File: src/rtl/save_read_engine.sv
// Save read sequencer: walks a line range of the result buffer and streams
// the returned lines out through a credit-protected skid FIFO.
module save_read_engine #(
  parameter int BUFFER_ADDR_WIDTH = 11,
  parameter int BUFFER_DATA_WIDTH = 512,
  parameter int LEN_WIDTH         = 12,
  parameter int FIFO_DEPTH        = 8,
  parameter int READ_LATENCY      = 4
) (
  input  logic                         clk,
  input  logic                         rst_n,
  input  logic                         cmd_valid,
  output logic                         cmd_ready,
  input  logic [BUFFER_ADDR_WIDTH-1:0] cmd_base_addr,
  input  logic [LEN_WIDTH-1:0]         cmd_length,
  output logic                         save_read_addr_valid,
  output logic [BUFFER_ADDR_WIDTH-1:0] save_read_addr,
  input  logic                         save_read_data_valid,
  input  logic [BUFFER_DATA_WIDTH-1:0] save_read_data,
  output logic                         out_valid,
  input  logic                         out_ready,
  output logic [BUFFER_DATA_WIDTH-1:0] out_data,
  output logic                         out_last,
  output logic                         done
);

  localparam int OCC_W = $clog2(FIFO_DEPTH) + 1;
  localparam int PTR_W = $clog2(FIFO_DEPTH);

  localparam logic [1:0] S_IDLE  = 2'd0;
  localparam logic [1:0] S_ISSUE = 2'd1;
  localparam logic [1:0] S_DRAIN = 2'd2;

  localparam logic [LEN_WIDTH-1:0] LEN_ONE = LEN_WIDTH'(1);
  localparam logic [OCC_W-1:0]     OCC_ONE = OCC_W'(1);
  localparam logic [OCC_W-1:0]     OCC_MAX = OCC_W'(FIFO_DEPTH);
  localparam logic [PTR_W-1:0]     PTR_ONE = PTR_W'(1);

  logic [1:0]                   state_q, state_d;
  logic [BUFFER_ADDR_WIDTH-1:0] base_q, base_d;
  logic [LEN_WIDTH-1:0]         len_q, len_d;
  logic [LEN_WIDTH-1:0]         issued_q, issued_d;
  logic [LEN_WIDTH-1:0]         popped_q, popped_d;
  logic [OCC_W-1:0]             occ_q, occ_d;
  logic                         rd_v_q, rd_v_d;
  logic [BUFFER_ADDR_WIDTH-1:0] rd_a_q, rd_a_d;
  logic                         done_q, done_d;

  logic [PTR_W-1:0]             wr_ptr_q, rd_ptr_q;
  logic [OCC_W-1:0]             cnt_q;
  logic [BUFFER_DATA_WIDTH-1:0] mem_q [FIFO_DEPTH];

  logic cmd_fire;
  logic fifo_empty;
  logic push;
  logic pop;
  logic issue;
  logic last_beat;

  assign cmd_ready  = (state_q == S_IDLE);
  assign cmd_fire   = cmd_valid & cmd_ready;
  assign fifo_empty = (cnt_q == '0);
  assign out_valid  = ~fifo_empty;
  assign out_data   = fifo_empty ? '0 : mem_q[rd_ptr_q];
  assign pop        = out_valid & out_ready;
  assign last_beat  = ((popped_q + LEN_ONE) == len_q);
  assign out_last   = out_valid & last_beat;

  // Returns landing while idle belong to an aborted command.
  assign push = save_read_data_valid & (state_q != S_IDLE);

  assign save_read_addr_valid = rd_v_q;
  assign save_read_addr       = rd_a_q;
  assign done                 = done_q;

  always_comb begin
    state_d  = state_q;
    base_d   = base_q;
    len_d    = len_q;
    issued_d = issued_q;
    popped_d = pop ? (popped_q + LEN_ONE) : popped_q;
    rd_a_d   = '0;
    done_d   = 1'b0;
    issue    = 1'b0;
    case (state_q)
      S_IDLE: begin
        if (cmd_fire) begin
          base_d   = cmd_base_addr;
          len_d    = cmd_length;
          popped_d = '0;
          if (cmd_length == '0) begin
            issued_d = '0;
            done_d   = 1'b1;
          end else begin
            // First read goes out with the acceptance edge.
            issue    = 1'b1;
            rd_a_d   = cmd_base_addr;
            issued_d = LEN_ONE;
            state_d  = (cmd_length == LEN_ONE) ? S_DRAIN : S_ISSUE;
          end
        end
      end
      S_ISSUE: begin
        if ((issued_q < len_q) && (occ_q < OCC_MAX)) begin
          issue    = 1'b1;
          rd_a_d   = base_q + BUFFER_ADDR_WIDTH'(issued_q);
          issued_d = issued_q + LEN_ONE;
          if (issued_d == len_q) begin
            state_d = S_DRAIN;
          end
        end
      end
      S_DRAIN: begin
        if (pop && last_beat) begin
          state_d = S_IDLE;
          done_d  = 1'b1;
        end
      end
      default: state_d = S_IDLE;
    endcase
    rd_v_d = issue;
  end

  // Credit counts reads in flight plus lines parked in the FIFO.
  always_comb begin
    occ_d = occ_q;
    if (issue && !pop) begin
      occ_d = occ_q + OCC_ONE;
    end else if (!issue && pop) begin
      occ_d = occ_q - OCC_ONE;
    end
  end

  always_ff @(posedge clk or negedge rst_n) begin
    if (!rst_n) begin
      state_q  <= S_IDLE;
      base_q   <= '0;
      len_q    <= '0;
      issued_q <= '0;
      popped_q <= '0;
      occ_q    <= '0;
      rd_v_q   <= 1'b0;
      rd_a_q   <= '0;
      done_q   <= 1'b0;
    end else begin
      state_q  <= state_d;
      base_q   <= base_d;
      len_q    <= len_d;
      issued_q <= issued_d;
      popped_q <= popped_d;
      occ_q    <= occ_d;
      rd_v_q   <= rd_v_d;
      rd_a_q   <= rd_a_d;
      done_q   <= done_d;
    end
  end

  always_ff @(posedge clk or negedge rst_n) begin
    if (!rst_n) begin
      wr_ptr_q <= '0;
      rd_ptr_q <= '0;
      cnt_q    <= '0;
    end else begin
      if (push) begin
        wr_ptr_q <= wr_ptr_q + PTR_ONE;
      end
      if (pop) begin
        rd_ptr_q <= rd_ptr_q + PTR_ONE;
      end
      if (push && !pop) begin
        cnt_q <= cnt_q + OCC_ONE;
      end else if (!push && pop) begin
        cnt_q <= cnt_q - OCC_ONE;
      end
    end
  end

  always_ff @(posedge clk) begin
    if (push) begin
      mem_q[wr_ptr_q] <= save_read_data;
    end
  end

endmodule

File: config.mk
export PLATFORM = sky130hd
export DESIGN_NAME = save_read_engine
export DESIGN_NICKNAME = d
export VERILOG_FILES = /design/src/rtl/save_read_engine.sv
export SDC_FILE = /design/constraint.sdc
export NUM_CORES = 2
export LEC_CHECK = 0
export CORE_MARGIN = 4
export CORE_UTILIZATION = 50
export CTS_BUF_LIST = sky130_fd_sc_hd__clkbuf_16
export CTS_CLUSTER_SIZE = 10
export DETAILED_ROUTE_END_ITERATION = 7
export GPL_TIMING_DRIVEN = 0
export PLACE_DENSITY = 0.69
export SLEW_MARGIN = 20
export SYNTH_ARGS = -nofsm -noshare
export SYNTH_HDL_FRONTEND = slang
export SYNTH_SLANG_ARGS = --single-unit
File: constraint.sdc
create_clock -name clk -period 48.7 [get_ports clk]
set_input_delay 14.61 -clock clk [delete_from_list [all_inputs] [get_ports clk]]
set_output_delay 14.61 -clock clk [all_outputs]
set_load 0.01 [all_outputs]
==> flow_summary.ini <==
[worst_hold_path]
min_delay_path_depth = 1
worstHoldPathType = flip-flop to flip-flop

[global_routing]
grtUsageTotal = 0.246
met2_usage = 0.388
grt.busiest_layer = met2
grt_first_pass_wirelength_mm = 584
grt_util_met3 = 0.0716
grt_util_met1 = 0.332
number_of_global_route_vias_before_repair = 80700
antenna_found_initial = 164
grt_start_max_net_pins = 47
grt-ovfl-total = 0

[setup_path]
rrSetupSlack_ns = 44.21
reg2reg_depth = 18
crit_end_category = output pin
critical-path-top-cell-by-count = sky130_fd_sc_hd__buf_2
cp.required_ns = 34.09
cp_cell_sequence = buf_2 -> clkbuf_1 -> clkbuf_2 -> buf_2 -> mux4_2 -> mux2i_1 -> nor2_1 -> clkdlybuf4s50_1
worst_ep_arrival_time_ns = 5.47
worst_path_dominant_cell_family = buffers and inverters
critical_path.n_buffers_inverters = 5
worst_path_largest_cell_delay_ns = 0.87
slowest_cp_cell = sky130_fd_sc_hd__clkbuf_1
timing.setup.critical_path_class = flip-flop to output pin
critPathLaunchType = flip-flop
crit_fanout = 11
cp.depth = 8

[cts]
cts-htree-levels = 5
clk_latency_ns = 0.99
tritoncts.num_buffers = 461
cts.repair_timing.setup_buffer_count = 0
postCtsHoldBufs = 0
cts.reportedPaths.clkPinSlew_ns = 0.06
cts_root_buf = sky130_fd_sc_hd__clkbuf_16
clock_buffer_depth = 4
clock_sinks = 4172
tritoncts = done
post_cts_resized = 0

[drt]
drt_iter0_drc = 8527
route.antenna.remaining_nets = 0
postRouteWirelength_mm = 407
vias = 78600
post_drt_wl_per_cell_um = 30.7
total_iterations_of_the_first_detailed_routing_run = 5
route.detailed.vias_per_inst = 5.94
post-route-drc-count = 0

[synthesis]
yosys-top-cells-area = sky130_fd_sc_hd__edfxtp_1 (77%), sky130_fd_sc_hd__mux4_2 (14%), sky130_fd_sc_hd__mux2i_1 (3.2%)
post_synth_num_cell_types = 61
synth_seq_area_share = 0.785
synth_fp_nets = 7590
post_synth_instance_area_mm2 = 0.159
post_synth_and_or_nand_nor_area_fraction = 0.0180
synth_largest_area_cell = sky130_fd_sc_hd__edfxtp_1
dominantRegCellSynth = sky130_fd_sc_hd__edfxtp_1
yosysMostFrequentCell = sky130_fd_sc_hd__edfxtp_1
ys.warnings.count = 0
synth-compound-area-share = 0.00443
synthXorXnorAreaFrac = 0.00325
asyncSetResetFlopFracSynth = 0.0182
synthesis.instances = 7015
avgSynthCellArea_um2 = 22.7
yosys-mux-area-fraction = 0.177
yosys.area_share.adder = 0.00289
post_synth_most_frequent_cells = sky130_fd_sc_hd__edfxtp_1 (4096), sky130_fd_sc_hd__mux4_2 (1024), sky130_fd_sc_hd__nor2_1 (547)
number_of_enable_type_register_cells_in_the_synthesized_netlist = 4096
post-synth-top-area-fraction = 0.773
combinational_family_with_the_most_area_after_synthesis = multiplexers
ys_ff_latch = 4172

[timing]
slew_headroom = 0.208
timing.hold.ws_ns = 0.490
final_hold_viol_count = 0
grt_setup_unrepaired = no
finalCriticalPeriod_ns = 20.08
final.setup.worst_slack_ns = 28.62
fmax_mhz = 49.8
setup_violations = 0
finalSetupTns_ns = 0
fin_crit_sh = 0.412
worst_clock_skew_ns = 0.111
worst_slew_pin_slew_ns = 1.19
drv_slew = 0

[floorplanning]
die_width_um = 572
core-area_mm2 = 0.316
die_area_mm2 = 0.327
floorplan.initialDensity = 0.504
fp-row-count = 206
boundaryPins = 1068
die-height_um = 572

[final_layout]
postLayoutCoreUtil = 0.616
post_layout_net_count = 9430
regArea_mm2 = 0.125
layout-drive-gt1-share = 0.217
finish.cell_count_without_fillers = 13200
multiInputGateArea_mm2 = 0.0328
final.fill_count = 21300
synthToLayoutAreaGrowth_pct = 22.2

[placed_design]
io_buffer_count = 1067
place_congestion = 0.830
detailedPlace.worstSlack_ns = 29.29
placed_cells = 12600
hpwl_detailed_mm = 278

[flow_run]
max-cap-violations = 0

[power]
power_switching_mw = 3.87
power.switching_fraction = 0.319
combinational_fraction_of_design_power = 0.373
power.density_mw_per_mm2 = 62.3
power.internal_mw = 8.26
part_of_the_power_in_registers = 0.378
p_leak_nw = 63.8
power.ir.vdd_worst_v = 0.0000459
share_clk_of_total_power = 0.248

[status]
outcome = complete, no violations
[power groups by stage]
stage          Sequential, mW  Combinational, mW  Clock (mW)
2_1_floorplan            5.05               2.35           0
3_5_place_dp             4.66               4.58           0
3_3_place_gp             5.54               4.31           0
6_report                 4.59               4.53        3.01
5_1_grt                  4.62               4.81        3.22
4_1_cts                  4.59               4.61        3.06
[cell usage in the layout (no fill, tap or decap), types with 42 or more instances in the layout]
cell type and count:
sky130_fd_sc_hd__buf_8 90, sky130_fd_sc_hd__clkbuf_1 165, sky130_fd_sc_hd__clkbuf_16 461, sky130_fd_sc_hd__nor2_1 541, sky130_fd_sc_hd__buf_16 105, sky130_fd_sc_hd__buf_1 97, sky130_fd_sc_hd__xnor2_1 42, sky130_fd_sc_hd__nand2_1 89
sky130_fd_sc_hd__buf_2 72, sky130_fd_sc_hd__buf_12 100, sky130_fd_sc_hd__diode_2 99, sky130_fd_sc_hd__edfxtp_1 4096, sky130_fd_sc_hd__o21ai_0 43, sky130_fd_sc_hd__inv_1 97, sky130_fd_sc_hd__clkdlybuf4s50_1 1066, sky130_fd_sc_hd__mux2i_1 513
sky130_fd_sc_hd__dfrtp_1 76, sky130_fd_sc_hd__mux4_2 1024
[sequential cells by signal, summed over array words and instances (netlist names)]
| register | count |
|---|---|
| rd_ptr_q | 3 |
| popped_q | 12 |
| save_read_addr_valid | 1 |
| wr_ptr_q | 3 |
| len_q | 12 |
| cnt_q | 4 |
| save_read_addr | 11 |
| mem_q | 4096 |
| issued_q | 12 |
| state_q | 2 |
| base_q | 11 |
| done | 1 |
| occ_q | 4 |
[final timing paths]
path	startpoint	endpoint
worst max-delay path	rd_ptr_q[0]$_DFFE_PN0P_	out_data[273]
min in group asynchronous	rst_n	base_q[9]$_DFFE_PN0P_
max in group asynchronous	rst_n	wr_ptr_q[0]$_DFFE_PN0P_
worst min register to register	cnt_q[3]$_DFFE_PN0P_	cnt_q[3]$_DFFE_PN0P_
worst max register to register	len_q[9]$_DFFE_PN0P_	occ_q[3]$_DFFE_PN0P_
worst min-delay path	cnt_q[3]$_DFFE_PN0P_	cnt_q[3]$_DFFE_PN0P_
[per-stage QoR]
| stage | cell area [µm²] | total power [mW] |
|---|---|---|
| after floorplan | 159000 | 7.39 |
| after global placement | 175000 | 9.85 |
| after detailed placement | 182000 | 9.24 |
| after CTS | 194000 | 12.3 |
| after global routing | 194000 | 12.7 |
| final | 195000 | 12.1 |
[cell families after synthesis]
kind of cell               count (synthesis)
DFF                                     4172
muxes                                   1539
and+or+nand+nor                          711
buffers and inverters                    382
AOI/OAI and AO/OA                        117
xor gates and xnor gates                  59
adders and majority gates                 35
[layout make-up]
type                    instances  share of cell area
repair buffers               1377              0.0879
clock inverters               119             0.00592
multi-input cells            2461               0.169
flip-flops and latches       4172               0.642
diodes                         99             0.00127
well taps                    4160              0.0268
plain buffers                 360             0.00763
clock buffers                 461              0.0593
inverters                      22            0.000425
[layer usage]
metal	wire length, µm	vias to the layer above	part of all wire
met5	728	-	0.0018
met4	14700	112	0.036
met3	38600	735	0.095
met2	196000	3251	0.48
met1	157000	41600	0.39
li1	-	32900	-
Note: power is estimated with default switching activity, not from simulation.
